## src/rtl/pipeline_ctrl.sv

```systemverilog
// pipeline_ctrl: hazard and sequencing controller for the 5-stage pipeline.
// It drives write-enable and flush for IF/ID, ID/EX, EX/MEM and MEM/WB, plus
// the PC write enable. It resolves halt drain, data-memory waits, taken
// branches/jumps, load-use hazards and instruction-fetch misses in that
// priority order. A watchdog flags data-memory waits that run too long.
//
// Optional feature macro: PIPE_PERF_CNT_EN
//   defined   -> stall_cnt / flush_cnt are live 32-bit event counters
//   undefined -> both ports are tied to zero and no counter flops exist
module pipeline_ctrl #(
    parameter int WAIT_LIMIT = 255,
    parameter int CNT_W      = 16
) (
    input  logic        CLK,
    input  logic        nRST,
    input  logic        ihit,
    input  logic        dhit,
    input  logic        exmem_memread,
    input  logic        exmem_memwrite,
    input  logic        branch_taken,
    input  logic        idex_memread,
    input  logic [4:0]  idex_rt,
    input  logic [4:0]  ifid_rs,
    input  logic [4:0]  ifid_rt,
    input  logic        halt_wb,
    output logic        pc_wen,
    output logic        ifid_wen,
    output logic        ifid_flush,
    output logic        idex_wen,
    output logic        idex_flush,
    output logic        exmem_wen,
    output logic        exmem_flush,
    output logic        memwb_wen,
    output logic        memwb_flush,
    output logic        halt,
    output logic        mem_timeout,
    output logic [31:0] stall_cnt,
    output logic [31:0] flush_cnt
);

    typedef enum logic [1:0] {
        INIT = 2'd0,
        RUN  = 2'd1,
        HALT = 2'd2
    } state_t;

    localparam logic [CNT_W-1:0] LIMIT = CNT_W'(WAIT_LIMIT);

    state_t           state;
    logic [CNT_W-1:0] wcnt;
    logic             mem_busy;
    logic             load_use;

    // A data access is outstanding in MEM and has not completed this cycle.
    assign mem_busy = (exmem_memread | exmem_memwrite) & ~dhit;

    // The load in EX writes a register the instruction in ID is about to read.
    assign load_use = idex_memread & (idex_rt != 5'd0) &
                      ((idex_rt == ifid_rs) | (idex_rt == ifid_rt));

    // Zero-latency control decode from the current state and hazard inputs.
    always_comb begin
        pc_wen      = 1'b0;
        ifid_wen    = 1'b0;
        idex_wen    = 1'b0;
        exmem_wen   = 1'b0;
        memwb_wen   = 1'b0;
        ifid_flush  = 1'b0;
        idex_flush  = 1'b0;
        exmem_flush = 1'b0;
        memwb_flush = 1'b0;
        if (!nRST) begin
            ifid_flush  = 1'b1;
            idex_flush  = 1'b1;
            exmem_flush = 1'b1;
            memwb_flush = 1'b1;
        end else begin
            unique case (state)
                INIT: begin
                    ifid_wen    = 1'b1;
                    idex_wen    = 1'b1;
                    exmem_wen   = 1'b1;
                    memwb_wen   = 1'b1;
                    ifid_flush  = 1'b1;
                    idex_flush  = 1'b1;
                    exmem_flush = 1'b1;
                    memwb_flush = 1'b1;
                end
                RUN: begin
                    if (!(halt_wb || mem_busy)) begin
                        pc_wen    = 1'b1;
                        ifid_wen  = 1'b1;
                        idex_wen  = 1'b1;
                        exmem_wen = 1'b1;
                        memwb_wen = 1'b1;
                        if (branch_taken) begin
                            ifid_flush  = 1'b1;
                            idex_flush  = 1'b1;
                            exmem_flush = 1'b1;
                        end else if (load_use) begin
                            pc_wen     = 1'b0;
                            ifid_wen   = 1'b0;
                            idex_flush = 1'b1;
                        end else if (!ihit) begin
                            pc_wen     = 1'b0;
                            ifid_flush = 1'b1;
                        end
                    end
                end
                default: begin
                end
            endcase
        end
    end

    // Sequencer: one clearing INIT cycle, then RUN until a halt drains to WB.
    always_ff @(posedge CLK or negedge nRST) begin
        if (!nRST) begin
            state <= INIT;
            halt  <= 1'b0;
        end else begin
            unique case (state)
                INIT: state <= RUN;
                RUN: begin
                    if (halt_wb) begin
                        state <= HALT;
                        halt  <= 1'b1;
                    end
                end
                default: begin
                    state <= HALT;
                    halt  <= 1'b1;
                end
            endcase
        end
    end

    // Watchdog: count consecutive busy RUN cycles and latch a sticky timeout.
    always_ff @(posedge CLK or negedge nRST) begin
        if (!nRST) begin
            wcnt        <= '0;
            mem_timeout <= 1'b0;
        end else begin
            if (!mem_busy) begin
                wcnt <= '0;
            end else if (state == RUN && wcnt != LIMIT) begin
                wcnt <= wcnt + CNT_W'(1);
            end
            if (mem_busy && wcnt == LIMIT) begin
                mem_timeout <= 1'b1;
            end
        end
    end

`ifdef PIPE_PERF_CNT_EN
    // Performance counters: PC-stalled RUN cycles and taken-branch squashes.
    always_ff @(posedge CLK or negedge nRST) begin
        if (!nRST) begin
            stall_cnt <= '0;
            flush_cnt <= '0;
        end else if (state == RUN && !halt_wb) begin
            if (!pc_wen) begin
                stall_cnt <= stall_cnt + 32'd1;
            end
            if (!mem_busy && branch_taken) begin
                flush_cnt <= flush_cnt + 32'd1;
            end
        end
    end
`else
    assign stall_cnt = 32'd0;
    assign flush_cnt = 32'd0;
`endif

endmodule

```

## config.mk

```make
export PLATFORM = sky130hd
export DESIGN_NAME = pipeline_ctrl
export DESIGN_NICKNAME = d
export VERILOG_FILES = /design/src/rtl/pipeline_ctrl.sv
export SDC_FILE = /design/constraint.sdc
export NUM_CORES = 1
export LEC_CHECK = 0
export ABC_CLOCK_PERIOD_IN_PS = 2600
export CAP_MARGIN = 20
export CORE_MARGIN = 1.5
export CORE_UTILIZATION = 41
export CTS_BUF_LIST = sky130_fd_sc_hd__clkbuf_2
export DETAILED_ROUTE_END_ITERATION = 8
export GPL_TIMING_DRIVEN = 1
export PLACE_DENSITY = 0.87
export SLEW_MARGIN = 15
export SYNTH_ARGS = -nofsm -noshare
export SYNTH_HDL_FRONTEND = slang
export SYNTH_SLANG_ARGS = --single-unit
```

## constraint.sdc

```tcl
create_clock -name CLK -period 2.6 [get_ports CLK]
set_input_delay 0.52 -clock CLK [delete_from_list [all_inputs] [get_ports CLK]]
set_output_delay 0.52 -clock CLK [all_outputs]
set_load 0.01 [all_outputs]
```

# After elaboration in Yosys (flattened, before gate mapping)
# Cells that the tools add are included.
# W data, S select, Z words.
[totals]
regBits = 20
out_inout_bits = 75
[classes]
reduce_logical = 6
n_bitwise = 7
eq_ne = 7
addsub = 1
muxes = 37
[op_table]
columns = ["operator", "n"]
rows = [
  ["$mux W16", 2],
  ["$mux W1", 27],
  ["$add A16 B1 Y16 const B", 1],
  ["$eq A16 B8 Y1 const B", 1],
  ["$ne A16 B8 Y1 const B", 1],
  ["$pmux W1 S2", 6],
  ["$eq A5 B5 Y1", 2],
  ["$reduce_bool A5 Y1", 1],
  ["$pmux W2 S2", 1],
  ["$and A1 B1 Y1", 3],
  ["$eq A2 B1 Y1 const B", 1],
  ["$logic_and A1 B1 Y1", 2],
  ["$logic_not A2 Y1", 1],
  ["$mux W2", 1],
  ["$ne A2 B1 Y1 const B", 1],
  ["$ne A2 B2 Y1 const B", 1],
  ["$not A1 Y1", 2],
  ["$or A1 B1 Y1", 2],
  ["$reduce_and A2 Y1", 1],
  ["$logic_or A1 B1 Y1", 1],
]

# Longest topological paths before layout
# Gate-level depths: netlist of the first run.
[depth]
depth_word = 8
depth_mapped = 5
depth_no_buf = 5

# Worst setup path after synthesis of the first run
# Ideal clock, no wire load.
[synth_path]
kind = "input to output"
from = "in idex_rt[1]"
to = "out ifid_flush"
n_path_buf = 0
required_time_ns = 2.080
arrival_ns = 1.804
setup_slack_ns = 0.276
cell_stages = 4
path_cell_list = "or4_1 > o21a_1 > and3_1 > a221oi_1"
[synth_between]
elab_chain_len = 8
[synth_lines]
columns = ["element", "line_no", "rtl"]
rows = [
  ["start: declaration", "22", "input logic [4:0] idex_rt,"],
  ["$eq A5 B5 Y1 / $reduce_bool A5 Y1 (equally long branches)", "59, 58", ""],
  ["$or A1 B1 Y1 / $and A1 B1 Y1 (equally long branches)", "59, 58", ""],
  ["$and A1 B1 Y1 *", "58", "assign load_use = idex_memread & (idex_rt != 5'd0) &"],
  ["$mux W1 *", "100", "end else if (load_use) begin"],
  ["$mux W1 *", "96", "if (branch_taken) begin"],
  ["$mux W1 *", "90", "if (!(halt_wb || mem_busy)) begin"],
  ["$pmux W1 S2 *", "78", "unique case (state)"],
  ["$mux W1 *", "72", "if (!nRST) begin"],
  ["end: declaration", "28", "output logic ifid_flush,"],
]
# Mark *: on every way between the ends. The rest lies on a longest branch, timed or not.

# Worst setup path after layout of the first run
# Same ends and word-level chain as after synthesis.

==> results by group, run 1 <==
Status
  – Status: finished, final reports clean

Logic synthesis
  – Post-synth top area cell: dfrtp_1
  – Syn Area/Cell: 8.61 um^2
  – Post-synth top area share: 0.272
  – Post-synthesis sequential area ratio: 0.272
  – Cells after Synth: 214
  – Synth Warn #: 0
  – Synth cell types: 45
  – Netlist Area Pre-Place: 0.00184 mm^2
  – Area contributors post-synth: dfrtp_1 (27%), buf_4 (27%), xnor2_1 (7.6%), nand2_1 (2.4%), nor2_1 (2.2%)
  – Flops & latches, synth: 20

Global route
  – Global-route wire length before repair: 5.51 mm
  – Global route total overflow: 0
  – Initial antenna violation count: 0
  – Largest net degree at the start of global routing: 22
  – Tot GR Track Use: 0.139
  – Number of global-route vias before repair: 1259

Detailed routing
  – M1 WL: 1.46 mm
  – Pre-Repair DR Iteration Count: 6
  – Via density: 4.67
  – Via count: 1439
  – First DRT Iteration DRCs: 42
  – Met2 wire length: 1.82 mm
  – Top Layer Used: met4
  – Routed length per instance: 11.5 um
  – Residual DRC: 0
  – Antenna viol nets, final: 0
  – Total wire length: 3.54 mm
  – Met3 wire length: 180 um

Finish
  – Area delta synth->final: 13.4%
  – N_diodes: 0
  – Nets: 282
  – Most common cell after layout, fill and taps aside: conb_1
  – Layout cell share with drive strength beyond 1: 0.145
  – Final Non-Filler Cells: 308
  – Commonest cells after routing, fill and taps aside: conb_1 (64), clkdlybuf4s50_1 (22), dfrtp_1 (20), xnor2_1 (16)
  – FILL cells: 437
  – Post-layout util: 0.480

Setup path
  – Flop2flop setup slack: 0.78 ns
  – Worst r2r src: wcnt[11]
  – CP max FO: 2
  – Crit path kind: input port to primary output
  – Crit. End Element: primary output
  – Critical Path Start Type: input port
  – Reg2reg end: wcnt[5]
  – Worst EP required: 2.08 ns
  – CP Data Arrival Time: 2.04 ns
  – Worst path slowest cell: or4_4
  – CP max stage delay: 0.54 ns
  – FF-to-FF path depth: 4
  – Crit path cell chain: dlygate4sd2_1 > or4_4 > o21a_1 > and3_4 > a221oi_2 > buf_2

STA
  – Pins Over Slew Limit: 0
  – Setup Skew: 0.00323 ns
  – Period minus WS final: 2.56 ns
  – Hold Violations, Final: 0
  – Final worst slack: 0.0358 ns
  – Period utilization: 0.986
  – RSZ-0062 raised after global routing: false
  – Fmax achieved: 0.390 GHz
  – # setup viols final: 0

Clock network
  – CTS clk-pin slew, worst paths: 0.19 ns
  – Clk sinks: 20
  – # H-tree levels: 1
  – CTS buffer count: 3
  – Clock Root Buffer: clkbuf_2
  – Post-CTS setup repair buffer count: 0
  – Buffer levels on the longest clock path: 2
  – Skew-Pair Late Insertion Delay: 0.31 ns
  – CTS tree: built

Placed design
  – Number of port buffers: 34
  – DP Wirelength: 2.83 mm
  – DP Worst Slack: -0.584 ns
  – Global placer's final weighted congestion: 0.808
  – Dpl cells: 304

Power and ir drop
  – Power density cells: 302 mW/mm^2
  – Flop pwr share: 0.510
  – VDD IR-drop max: 0.139 mV
  – Switching part of the total: 0.324
  – Clock Power Share: 0.203
  – Switching power: 0.204 mW
  – Power Internal: 0.427 mW
  – Leakage: 0.972 nW
  – Logic gate share of total power: 0.287

Floorplanning
  – Die Span Y: 70.0 um
  – Core area: 0.00435 mm^2
  – Die X: 70.0 um
  – Die area: 0.00491 mm^2
  – Std-Cell Rows: 24
  – Ports: 99
  – Effective utilization at floorplan: 0.423

Hold path
  – Critical hold path startpoint: mem_timeout
  – Hold endpoint: mem_timeout
  – Hold path depth: 1
  – HP Class: flop to flop

Job
  – Max capacitance violation total: 0
[worst max-delay path: cells and delay by family]
kind | cells | cell delay (ns)
simple gates | 2 | 0.72
buf+inv | 2 | 0.41
compound gates | 2 | 0.39
[layer usage]
metal  up-vias  GRT usage
met3         9     0.0260
met4         0     0.0641
li1        700          -
met5         -          0
met1       671      0.175
met2        59      0.230
[registers in the layout, indices dropped and copies added, names as in the netlist]
signal and cells:
wcnt 16, mem_timeout 1, state 2, halt 1
[metrics by stage]
stage	hold slack (ns)	setup TNS, ns	power, mW	instance area, um^2
2_1_floorplan	0.224	0	0.490	2080
3_3_place_gp	0.454	-2.66	0.504	2060
3_5_place_dp	0.450	-2.73	0.507	2060
4_1_cts	0.494	0	0.632	2070
5_1_grt	0.517	0	0.673	2090
6_report	0.487	0	0.631	2090
[cell families after synthesis]
logic type	after synthesis	synth area share
AOI/OAI and AO/OA	29	0.114
muxes	2	0.0109
other	1	0.00203
xor gates and xnor gates	16	0.0760
and+or+nand+nor	66	0.222
DFF	20	0.272
buffers and inverters	79	0.297
adders and majority gates	1	0.00679
[how the worst max path moves through the flow]
stage	start	end	slack [ns]	cells past startpoint
floorplan	idex_rt[1]	ifid_flush	0.28	4
global placement	idex_rt[1]	ifid_flush	-0.57	6
detailed placement	idex_rt[1]	ifid_flush	-0.58	6
CTS	idex_rt[3]	ifid_flush	0.001	6
global route	idex_rt[1]	ifid_flush	0.002	6
finish	idex_rt[1]	ifid_flush	0.04	6
[synth_stat cells, drive strengths merged]
master / number
a21o: 1
a21oi: 4
a221oi: 1
a31oi: 2
a41o: 1
and3: 2
and3b: 1
and4: 1
buf: 68
clkbuf: 4
conb: 1
dfrtp: 20
ha: 1
inv: 7
mux2i: 2
nand2: 12
nand2b: 4
nand3: 8
nand3b: 1
nand4: 3
nand4b: 1
nor2: 12
nor3: 2
nor4: 7
nor4b: 2
o211ai: 2
o21a: 2
o21ai: 7
o21ba: 1
o21bai: 1
o22ai: 1
o311ai: 1
o31ai: 4
o41ai: 1
or2: 1
or3: 3
or4: 6
xnor2: 16
[timing repair]
item                                    in CTS  in global routing
endpoints found under the setup margin       8                  5
resized for setup                           27                  6
pin swaps                                    4                  1
hold buffers                                 0                  0
[power by group through the flow]
stage / combinational (mW) / sequential, mW / clock, mW
3_3_place_gp: 0.177 / 0.327 / 0
5_1_grt: 0.197 / 0.323 / 0.153
6_report: 0.181 / 0.322 / 0.128
3_5_place_dp: 0.180 / 0.327 / 0
4_1_cts: 0.176 / 0.322 / 0.134
2_1_floorplan: 0.167 / 0.323 / 0
[layout make-up]
class	instances	area (um^2)	share of cell area
Inverter	7	26.3	0.0126
Clock buffer	3	15.0	0.00719
Tap cell	52	65.1	0.0311
Clock inverter	1	3.75	0.00180
Multi-Input combinational cell	178	1060	0.508
Sequential cell	20	500	0.240
Timing Repair Buffer	47	417	0.199
Note: power is estimated with default switching activity, not from simulation.
==> run 2, diff against run 1 <==
--- a/config.mk
+++ b/config.mk
@@ -9,7 +9,7 @@
 export CAP_MARGIN = 20
 export CORE_MARGIN = 1.5
 export CORE_UTILIZATION = 41
-export CTS_BUF_LIST = sky130_fd_sc_hd__clkbuf_2
+export CTS_BUF_LIST = sky130_fd_sc_hd__clkbuf_2 sky130_fd_sc_hd__clkbuf_4 sky130_fd_sc_hd__clkbuf_8
 export DETAILED_ROUTE_END_ITERATION = 8
 export GPL_TIMING_DRIVEN = 1
 export PLACE_DENSITY = 0.87
==> run 2 against run 1 <==
Clock-buffer cell count rose by 1. Global-route usage shrank 0.091 points. Power increased by 17%. Worst setup slack about the same. Via count up 1.2%. Cell area up 1.7%. Hold slack got worse by 0.022 ns. Wire length rose by 0.25%. Critical path type unchanged. Highest routed layer unchanged.
==> results by group, run 2 (synthesis gave the netlist of run 1 again) <==
Global route
  – Global route total overflow: 0 (unchanged)
  – Busiest grt layer: met2 (unchanged)
  – Largest net degree at the start of global routing: 22 (unchanged)
  – Tot GR Track Use: 0.138 (was 0.139)
  – Initial antenna violation count: 0 (unchanged)
  – Global-route wire length before repair: 5.51 mm (about the same)
  – Met1 Resource Use GR: 0.174 (was 0.175)
  – Number of global-route vias before repair: 1267 (was 1259)
  – M2 GR Usage: 0.231 (was 0.230)
  – Grt met3 use: 0.0260 (unchanged)

Job
  – Max capacitance violation total: 0 (unchanged)

Setup path
  – Worst path slowest cell: or4_4 (unchanged)
  – Critical Path Start Type: input port (unchanged)
  – Worst EP required: 2.08 ns (about the same)
  – CP Data Arrival Time: 2.04 ns (about the same)
  – CP max stage delay: 0.54 ns (about the same)
  – Crit. End Element: primary output (unchanged)
  – Crit path kind: input port to primary output (unchanged)
  – CP max FO: 2 (unchanged)
  – Crit path cell chain: dlygate4sd2_1 > or4_4 > o21a_1 > and3_4 > a221oi_2 > buf_2 (unchanged)

Detailed routing
  – Residual DRC: 0 (unchanged)
  – Routed length per instance: 11.5 um (about the same)
  – Pre-Repair DR Iteration Count: 4 (was 6)
  – Total wire length: 3.55 mm (was 3.54 mm)
  – Via count: 1456 (was 1439)
  – Antenna viol nets, final: 0 (unchanged)
  – Via density: 4.73 (was 4.67)
  – First DRT Iteration DRCs: 36 (was 42)

Floorplanning
  – Ports: 99 (unchanged)
  – Effective utilization at floorplan: 0.423 (unchanged)
  – Std-Cell Rows: 24 (unchanged)
  – Die area: 0.00491 mm^2 (unchanged)
  – Die X: 70.0 um (unchanged)
  – Core area: 0.00435 mm^2 (unchanged)
  – Die Span Y: 70.0 um (unchanged)

Power and ir drop
  – VDD IR-drop max: 0.203 mV (was 0.139 mV)
  – Logic gate share of total power: 0.244 (was 0.287)
  – Power density cells: 349 mW/mm^2 (was 302 mW/mm^2)
  – Switching part of the total: 0.288 (was 0.324)
  – Clock Power Share: 0.322 (was 0.203)
  – Switching power: 0.214 mW (was 0.204 mW)
  – Leakage: 0.987 nW (was 0.972 nW)
  – Flop pwr share: 0.434 (was 0.510)
  – Power Internal: 0.528 mW (was 0.427 mW)

Status
  – Status: finished, final reports clean (unchanged)

STA
  – Pins Over Slew Limit: 0 (unchanged)
  – RSZ-0062 raised after global routing: false (unchanged)
  – Period utilization: 0.986 (about the same)
  – Setup Skew: 0.00392 ns (was 0.00323 ns)
  – # setup viols final: 0 (unchanged)
  – Hold Violations, Final: 0 (unchanged)
  – Fmax achieved: 0.390 GHz (about the same)
  – Period minus WS final: 2.56 ns (about the same)
  – TNS Setup: 0 ns (unchanged)

Placed design
  – DP Wirelength: 2.83 mm (unchanged)
  – Number of port buffers: 34 (unchanged)
  – Global placer's final weighted congestion: 0.808 (unchanged)

Finish
  – Layout cell share with drive strength beyond 1: 0.148 (was 0.145)
  – Multi-input gate area: 0.00106 mm^2 (unchanged)
  – Flip-flop and latch area: 500 um^2 (unchanged)
  – Nets: 282 (unchanged)
  – Post-layout util: 0.488 (was 0.480)
  – Commonest cells after routing, fill and taps aside: conb_1 (64), clkdlybuf4s50_1 (22), dfrtp_1 (20), xnor2_1 (16) (unchanged)
  – Most common cell after layout, fill and taps aside: conb_1 (unchanged)
  – N_diodes: 0 (unchanged)
  – FILL cells: 429 (was 437)
  – Largest register FFs: 16 (unchanged)
  – Area delta synth->final: 15.3% (was 13.4%)
  – Top Registers: wcnt x16, state x2 (unchanged)
  – Reg with most FFs: wcnt (unchanged)

Clock network
  – Cts hold-fix bufs: 0 (unchanged)
  – CTS clk-pin slew, worst paths: 0.07 ns (was 0.19 ns)
  – Clk sinks: 20 (unchanged)
  – Clock Root Buffer: clkbuf_8 (was clkbuf_2)
  – Post-CTS setup repair buffer count: 0 (unchanged)
  – # H-tree levels: 1 (unchanged)
  – CTS tree: built (unchanged)
  – CTS buffer count: 3 (unchanged)
  – Buffer levels on the longest clock path: 2 (unchanged)
  – Skew-Pair Late Insertion Delay: 0.26 ns (was 0.31 ns)

Hold path
  – HP Class: flop to flop (unchanged)
[run 2: cell count changes in the layout (fill, tap and decap cells not counted)]
| cell | before | now |
|---|---|---|
| clkbuf_8 | 0 | 4 |
| clkbuf_2 | 3 | 0 |
| clkinv_1 | 1 | 0 |
[run 2: power groups by stage]
stage	clock network (mW)	registers [mW]	logic, mW
2_1_floorplan	0	0.323	0.167
3_3_place_gp	0	0.327	0.177
3_5_place_dp	0	0.327	0.180
4_1_cts	0.243	0.322	0.176
5_1_grt	0.261	0.322	0.197
6_report	0.239	0.322	0.181
[run 2: final cells by class]
class | instances | share of cell area
multi-input combinational | 178 | 0.500
tap | 52 | 0.0306
inverter | 7 | 0.0124
clock buffer | 4 | 0.0259
sequential | 20 | 0.235
timing repair buffer | 47 | 0.196
[run 2: timing repair]
action | 4_1_cts | 5_1_grt
gates resized for setup | 27 | 6
pin swaps | 4 | 1
setup endpoints to repair | 8 | 5
cloned | 0 | 0
[run 2: final timing paths]
path / startpoint / to / slack [ns] / cells past startpoint
worst max-delay path: idex_rt[1] / ifid_flush / 0.04 / 6
worst min-delay path: mem_timeout / mem_timeout / 0.46 / 1
worst max register to register: wcnt[11] / wcnt[5] / 0.79 / 4
worst min register to register: mem_timeout / mem_timeout / 0.46 / 1
max in group asynchronous: nRST / wcnt[10] / 1.75 / 2
min in group asynchronous: nRST / wcnt[2] / 0.67 / 2
[run 2: critical path, delay by kind of cell]
kind,cells,cell delay [ns]
AO/OA/AOI/OAI,2,0.39
buffers and inverters,2,0.42
AND/OR/NAND/NOR,2,0.72
[run 2: through the flow]
stage | instances | hold WS, ns | cell area (um^2) | setup slack [ns] | total power, mW
5_1_grt | 308 | 0.488 | 2130 | 0.00199 | 0.780
3_5_place_dp | 304 | 0.450 | 2060 | -0.584 | 0.507
4_1_cts | 308 | 0.470 | 2100 | 0.00102 | 0.741
6_report | 308 | 0.465 | 2130 | 0.0355 | 0.741
2_1_floorplan | 277 | 0.224 | 2080 | 0.276 | 0.490
3_3_place_gp | 304 | 0.454 | 2060 | -0.571 | 0.504
[run 2: routing by layer]
layer	vias up	share of wire
li1	698	-
met1	690	0.43
met2	59	0.50
met3	9	0.050
met4	0	0.018
met5	-	0
==> run 3, diff against run 2 <==
--- a/config.mk
+++ b/config.mk
@@ -5,7 +5,6 @@
 export SDC_FILE = /design/constraint.sdc
 export NUM_CORES = 1
 export LEC_CHECK = 0
-export ABC_CLOCK_PERIOD_IN_PS = 2600
 export CAP_MARGIN = 20
 export CORE_MARGIN = 1.5
 export CORE_UTILIZATION = 41
==> results of run 3 <==
No change in the layout: final DEF, timing and power equal those of run 2.
